File: src/rtl/ifetch_defs_pkg.sv
// Shared fetch definitions: opcode field layout, jump opcode and default reset PC.
package ifetch_defs;

  localparam int         OPC_W            = 6;
  localparam logic [5:0] OPC_JUMP         = 6'b000010;
  localparam int         RESET_PC_DEFAULT = 0;

  function automatic logic is_jump(input logic [OPC_W-1:0] opc);
    return opc == OPC_JUMP;
  endfunction

endpackage

File: src/rtl/ifetch_fifo.sv
// Prefetch queue storage: DEPTH entries of {inst, pc}, flush beats push/pop.
module ifetch_fifo #(
  parameter int  WIDTH = 48,
  parameter int  DEPTH = 4,
  localparam int CW    = $clog2(DEPTH + 1)
) (
  input  logic             clk,
  input  logic             rst,
  input  logic             flush,
  input  logic             push,
  input  logic [WIDTH-1:0] push_data,
  input  logic             pop,
  output logic [WIDTH-1:0] head_data,
  output logic             empty,
  output logic [CW-1:0]    count
);

  localparam int PW = $clog2(DEPTH);

  logic [WIDTH-1:0] mem [DEPTH];
  logic [PW-1:0]    wr_ptr_reg, rd_ptr_reg;
  logic [CW-1:0]    count_reg;
  logic             do_push, do_pop;

  assign do_push   = push && !flush;
  assign do_pop    = pop && (count_reg != '0);
  assign head_data = mem[rd_ptr_reg];
  assign empty     = (count_reg == '0);
  assign count     = count_reg;

  // Storage carries no reset; the head is only meaningful while count is non-zero.
  always_ff @(posedge clk) begin
    if (do_push) mem[wr_ptr_reg] <= push_data;
  end

  always_ff @(posedge clk or posedge rst) begin
    if (rst) begin
      wr_ptr_reg <= '0;
      rd_ptr_reg <= '0;
      count_reg  <= '0;
    end else if (flush) begin
      wr_ptr_reg <= '0;
      rd_ptr_reg <= '0;
      count_reg  <= '0;
    end else begin
      if (do_push) wr_ptr_reg <= wr_ptr_reg + PW'(1);
      if (do_pop)  rd_ptr_reg <= rd_ptr_reg + PW'(1);
      count_reg <= count_reg + CW'(do_push) - CW'(do_pop);
    end
  end

endmodule

File: src/rtl/ifetch_prefetch_queue.sv
// Instruction fetch PC generator with prefetch queue, redirect flush and jump predecode.
// Optional IFETCH_PERF_EN adds fetch/flush/stall performance counters.
module ifetch_prefetch_queue
  import ifetch_defs::*;
#(
  parameter int                ADDR_W   = 16,
  parameter int                INST_W   = 32,
  parameter int                DEPTH    = 4,
  parameter logic [ADDR_W-1:0] RESET_PC = ADDR_W'(RESET_PC_DEFAULT)
) (
  input  logic              clk,
  input  logic              rst,
  output logic              imem_req_valid,
  input  logic              imem_req_ready,
  output logic [ADDR_W-1:0] imem_req_addr,
  input  logic              imem_rsp_valid,
  input  logic [INST_W-1:0] imem_rsp_data,
  input  logic              redir_valid,
  input  logic [ADDR_W-1:0] redir_pc,
  output logic              inst_valid,
  input  logic              inst_ready,
  output logic [INST_W-1:0] inst_data,
  output logic [ADDR_W-1:0] inst_pc
`ifdef IFETCH_PERF_EN
  ,
  output logic [31:0]       perf_fetch_cnt,
  output logic [31:0]       perf_flush_cnt,
  output logic [31:0]       perf_stall_cnt
`endif
);

  localparam int CW = $clog2(DEPTH + 1);
  localparam int EW = INST_W + ADDR_W;

  logic [ADDR_W-1:0] fetch_pc_reg, fetch_pc_next;
  logic [ADDR_W-1:0] rsp_pc_reg, rsp_pc_next;
  logic [CW-1:0]     outstanding_reg, outstanding_next;
  logic [CW-1:0]     drop_reg, drop_next;

  logic [EW-1:0]     head_entry;
  logic [INST_W-1:0] head_inst;
  logic [ADDR_W-1:0] head_pc;
  logic              q_empty;
  logic [CW-1:0]     q_count;

  logic              pop, jump_pop, redirect, credit_ok, req_fire, push;
  logic [ADDR_W-1:0] redirect_pc;

  ifetch_fifo #(
    .WIDTH (EW),
    .DEPTH (DEPTH)
  ) u_fifo (
    .clk       (clk),
    .rst       (rst),
    .flush     (redirect),
    .push      (push),
    .push_data ({imem_rsp_data, rsp_pc_reg}),
    .pop       (pop),
    .head_data (head_entry),
    .empty     (q_empty),
    .count     (q_count)
  );

  assign head_inst  = head_entry[EW-1 -: INST_W];
  assign head_pc    = head_entry[ADDR_W-1:0];
  assign inst_valid = !q_empty;
  assign inst_data  = inst_valid ? head_inst : '0;
  assign inst_pc    = inst_valid ? head_pc : '0;

  assign pop         = inst_valid && inst_ready;
  assign jump_pop    = pop && is_jump(head_inst[INST_W-1 -: OPC_W]);
  assign redirect    = redir_valid || jump_pop;
  assign redirect_pc = redir_valid ? redir_pc : head_inst[ADDR_W-1:0];

  // Queue slots plus in-flight fetches never exceed DEPTH, so a response always has room.
  assign credit_ok      = ({1'b0, q_count} + {1'b0, outstanding_reg}) < (CW + 1)'(DEPTH);
  assign imem_req_valid = !rst && !redir_valid && credit_ok;
  assign imem_req_addr  = fetch_pc_reg;
  assign req_fire       = imem_req_valid && imem_req_ready;
  assign push           = imem_rsp_valid && (drop_reg == '0) && !redirect;

  always_comb begin
    outstanding_next = outstanding_reg + CW'(req_fire) - CW'(imem_rsp_valid);
    fetch_pc_next    = fetch_pc_reg;
    rsp_pc_next      = rsp_pc_reg;
    drop_next        = drop_reg;
    if (redirect) begin
      // Everything still in flight after this edge belongs to the old path.
      fetch_pc_next = redirect_pc;
      rsp_pc_next   = redirect_pc;
      drop_next     = outstanding_next;
    end else begin
      if (req_fire) fetch_pc_next = fetch_pc_reg + ADDR_W'(1);
      if (push)     rsp_pc_next   = rsp_pc_reg + ADDR_W'(1);
      if (imem_rsp_valid && (drop_reg != '0)) drop_next = drop_reg - CW'(1);
    end
  end

  always_ff @(posedge clk or posedge rst) begin
    if (rst) begin
      fetch_pc_reg    <= RESET_PC;
      rsp_pc_reg      <= RESET_PC;
      outstanding_reg <= '0;
      drop_reg        <= '0;
    end else begin
      fetch_pc_reg    <= fetch_pc_next;
      rsp_pc_reg      <= rsp_pc_next;
      outstanding_reg <= outstanding_next;
      drop_reg        <= drop_next;
    end
  end

`ifdef IFETCH_PERF_EN
  always_ff @(posedge clk or posedge rst) begin
    if (rst) begin
      perf_fetch_cnt <= '0;
      perf_flush_cnt <= '0;
      perf_stall_cnt <= '0;
    end else begin
      if (req_fire)                 perf_fetch_cnt <= perf_fetch_cnt + 32'd1;
      if (redirect)                 perf_flush_cnt <= perf_flush_cnt + 32'd1;
      if (inst_valid && !inst_ready) perf_stall_cnt <= perf_stall_cnt + 32'd1;
    end
  end
`endif

endmodule

File: config.mk
export PLATFORM = sky130hd
export DESIGN_NAME = ifetch_prefetch_queue
export DESIGN_NICKNAME = d
export VERILOG_FILES = /design/src/rtl/ifetch_defs_pkg.sv /design/src/rtl/ifetch_fifo.sv /design/src/rtl/ifetch_prefetch_queue.sv
export SDC_FILE = /design/constraint.sdc
export NUM_CORES = 1
export LEC_CHECK = 0
export BUFFER_PORTS_ARGS = -buffer_cell sky130_fd_sc_hd__buf_2
export CORE_ASPECT_RATIO = 0.6
export CORE_UTILIZATION = 30
export DETAILED_ROUTE_END_ITERATION = 10
export PLACE_DENSITY_LB_ADDON = 0.05
export SETUP_SLACK_MARGIN = 0.15
export SYNTH_ARGS = -nofsm -noshare
export SYNTH_HDL_FRONTEND = slang
export SYNTH_SLANG_ARGS = --single-unit
File: constraint.sdc
create_clock -name clk -period 8.3 [get_ports clk]
set_clock_uncertainty 0.1 [all_clocks]
set_input_delay 0.83 -clock clk [delete_from_list [all_inputs] [get_ports clk]]
set_output_delay 0.83 -clock clk [all_outputs]
set_load 0.02 [all_outputs]
==> results.ini <==
[grt]
grt_pass1_wl_um = 39200
grt_usage_pct = 15.6
grt_antenna_before_repair = 2
overflow = 0
first_global_vias = 6146
grt_max_degree = 50

[finish]
largest_register_ffs = 192
final_cells = 1209
areaGrowthSynthToFinish_pct = 18.3
final_nets = 811
diodes = 0
fill_cells = 3157
final_core_util_pct = 36.6
drive_gt1_share_pct = 30.3
final_cell_mix = edfxtp_1, buf_2, and2_1, mux4_2, dfrtp_1
final_common_cell = edfxtp_1

[drt]
wl_per_cell_um = 21.9
drt_pre_antenna_iters = 5
via_per_inst = 4.90
drc = 0
dr.first_iter.drc_count = 333
wl_um = 26400
vias = 5921
drtAntennaViolNets = 0

[worst_setup_path]
path_cells = mux4_2 -> or3_1 -> o21a_1 -> and3_4
crit_path_start_kind = register
cp.required_ps = 8350
cp.buffers_inverters = 0
cp-end-kind = register
crit_family = simple AND/OR/NAND/NOR gates
worstPathMaxFanout = 48
critical_path_class = register to register
critical_path_arrival_ps = 3910
cp_slowest_stage_delay_ps = 890
slowest_stage = and3_4

[cts]
cts_tree = done
cts_resized = 0
clock_tree.buffer_depth = 3
cts_hold_buf = 0
cts-buffers-inserted = 25
cts_root_buf = clkbuf_16
path_clk_slew_ps = 70
insertion_delay_ps = 530
htree_levels = 1
post_cts_buffers = 0
clock_sinks = 237

[hold_path]
hold_class = primary input to asynchronous set/reset pin

[placement]
place_congestion = 0.784
place_hpwl_um = 17200
placed_cells = 1164
numPortBuffers = 119

[logic_synthesis]
async_reset_ff_share_pct = 19.0
syn-num-nets = 691
netlist_area_mm2 = 0.0102
ys_ff_latch = 237
seq_area_frac_synth_pct = 67.6
syn_inst = 621
synthFlopType = edfxtp_1
synth_cell_type_count = 52
yosysWarningCount = 0
avgSynthCellArea_um2 = 16.4
synth_edf_count = 192

[power]
ir_drop_mv = 0.124
total_leakage_power_nw = 4.27
p_per_area_mw_per_mm2 = 305

[sta]
setup_viol = 0
period_share_pct = 46.5
fmax_ghz = 0.259
slew_viol_final = 0
relSlewSlack_pct = 27.6
rsz0062_at_grt = no
tns_ps = 0
hold_viol_final = 0
tightest_slew_ps = 1070
period_needed_ps = 3860
fin_hold_ws_ps = 359

[floorplan]
initial_core_util_pct = 30.9
fp.dieH_um = 145
rows = 51
die-width_um = 240
die_area_mm2 = 0.0347
core_mm2 = 0.0329
boundaryPins = 120

[status]
status = finished, final reports clean

[flow_run]
drv_cap = 0

-- cells by family (layout without fill, tap and decap cells) --
family / count (synthesis) / after routing / synth area share, %
AOI/OAI and AO/OA: 84 / 84 / 6.15
xor gates and xnor gates: 20 / 20 / 1.72
adders and majority gates: 16 / 16 / 2.11
buffers and inverters: 49 / 187 / 2.28
DFF: 237 / 237 / 67.6
muxes: 50 / 50 / 10.8
and+or+nand+nor: 165 / 165 / 9.30
-- stage by stage --
stage | setup slack [ps] | cell area [um^2] | power [mW]
global route | 4170 | 12100 | 3.88
detailed placement | 4360 | 11200 | 2.61
finish | 4440 | 12100 | 3.68
floorplan | 4860 | 10200 | 2.22
CTS | 4320 | 12100 | 3.75
global placement | 4390 | 11200 | 2.60
-- cells in the mapped netlist, drive strengths merged, types with 3 or more instances --
cell type / instances / area share, %
edfxtp: 192 / 57
nor3: 8 / 0.39
xnor2: 9 / 0.77
and3: 14 / 0.86
nor2: 23 / 0.87
inv: 19 / 0.70
clkbuf: 15 / 0.55
a21oi: 16 / 0.79
o2bb2ai: 9 / 0.77
ha: 14 / 1.7
o31a: 4 / 0.34
o21ai: 30 / 1.5
nand2: 19 / 0.70
xor2: 11 / 0.95
a31oi: 7 / 0.43
nand4: 5 / 0.31
or4: 6 / 0.52
nor4: 7 / 0.49
and2: 53 / 3.3
dfrtp: 45 / 11
nand2b: 7 / 0.43
or3: 3 / 0.18
buf: 15 / 1.0
nand3: 12 / 0.59
o41ai: 6 / 1.3
mux4: 48 / 11
-- cell type report --
type / instances / area [um^2] / share of cell area, %
clock inverter: 11 / 140 / 1.16
sequential: 237 / 6900 / 57.2
clock buffer: 34 / 669 / 5.55
timing repair buffer: 123 / 626 / 5.19
multi-input combinational: 335 / 3090 / 25.6
inverter: 19 / 71.3 / 0.592
tap: 450 / 563 / 4.67
-- path summary, 6_finish.rpt --
| kind | start | to | slack (ps) | cells past startpoint |
|---|---|---|---|---|
| min in group clk | imem_rsp_data[15] | u_fifo.mem[3][31] | 410 | 1 |
| max in group asynchronous | rst | u_fifo.rd_ptr_reg[0] | 7280 | 3 |
| worst min register to register | drop_reg[1] | drop_reg[1] | 470 | 2 |
| worst max register to register | u_fifo.rd_ptr_reg[0] | u_fifo.mem[1][17] | 4440 | 4 |
| worst max-delay path | u_fifo.rd_ptr_reg[0] | u_fifo.mem[1][17] | 4440 | 4 |
| worst min-delay path | rst | u_fifo.count[1] | 360 | 3 |
-- per-layer routing --
metal,global-route usage [%],vias to the layer above,share of wire (%)
li1,-,2668,-
met4,3.35,2,1.8
met5,0,-,0.045
met1,21.9,3059,47
met3,3.95,35,6.4
met2,24.4,157,45
-- worst reg2reg max path: cells and delay by family, from the launching register on --
| family | cells | cell delay [ps] |
|---|---|---|
| simple gates | 2 | 1480 |
| compound gates | 1 | 720 |
| mux | 1 | 450 |
| flops | 1 | 690 |
-- report_power, final --
| part | switching, mW | leakage [nW] | internal (mW) |
|---|---|---|---|
| logic | 0.653 | 1.64 | 0.428 |
| registers | 0.106 | 2.24 | 1.37 |
| clock network | 0.465 | 0.383 | 0.659 |
| total | 1.22 | 4.27 | 2.46 |
Power figures use the tool's default switching activity.
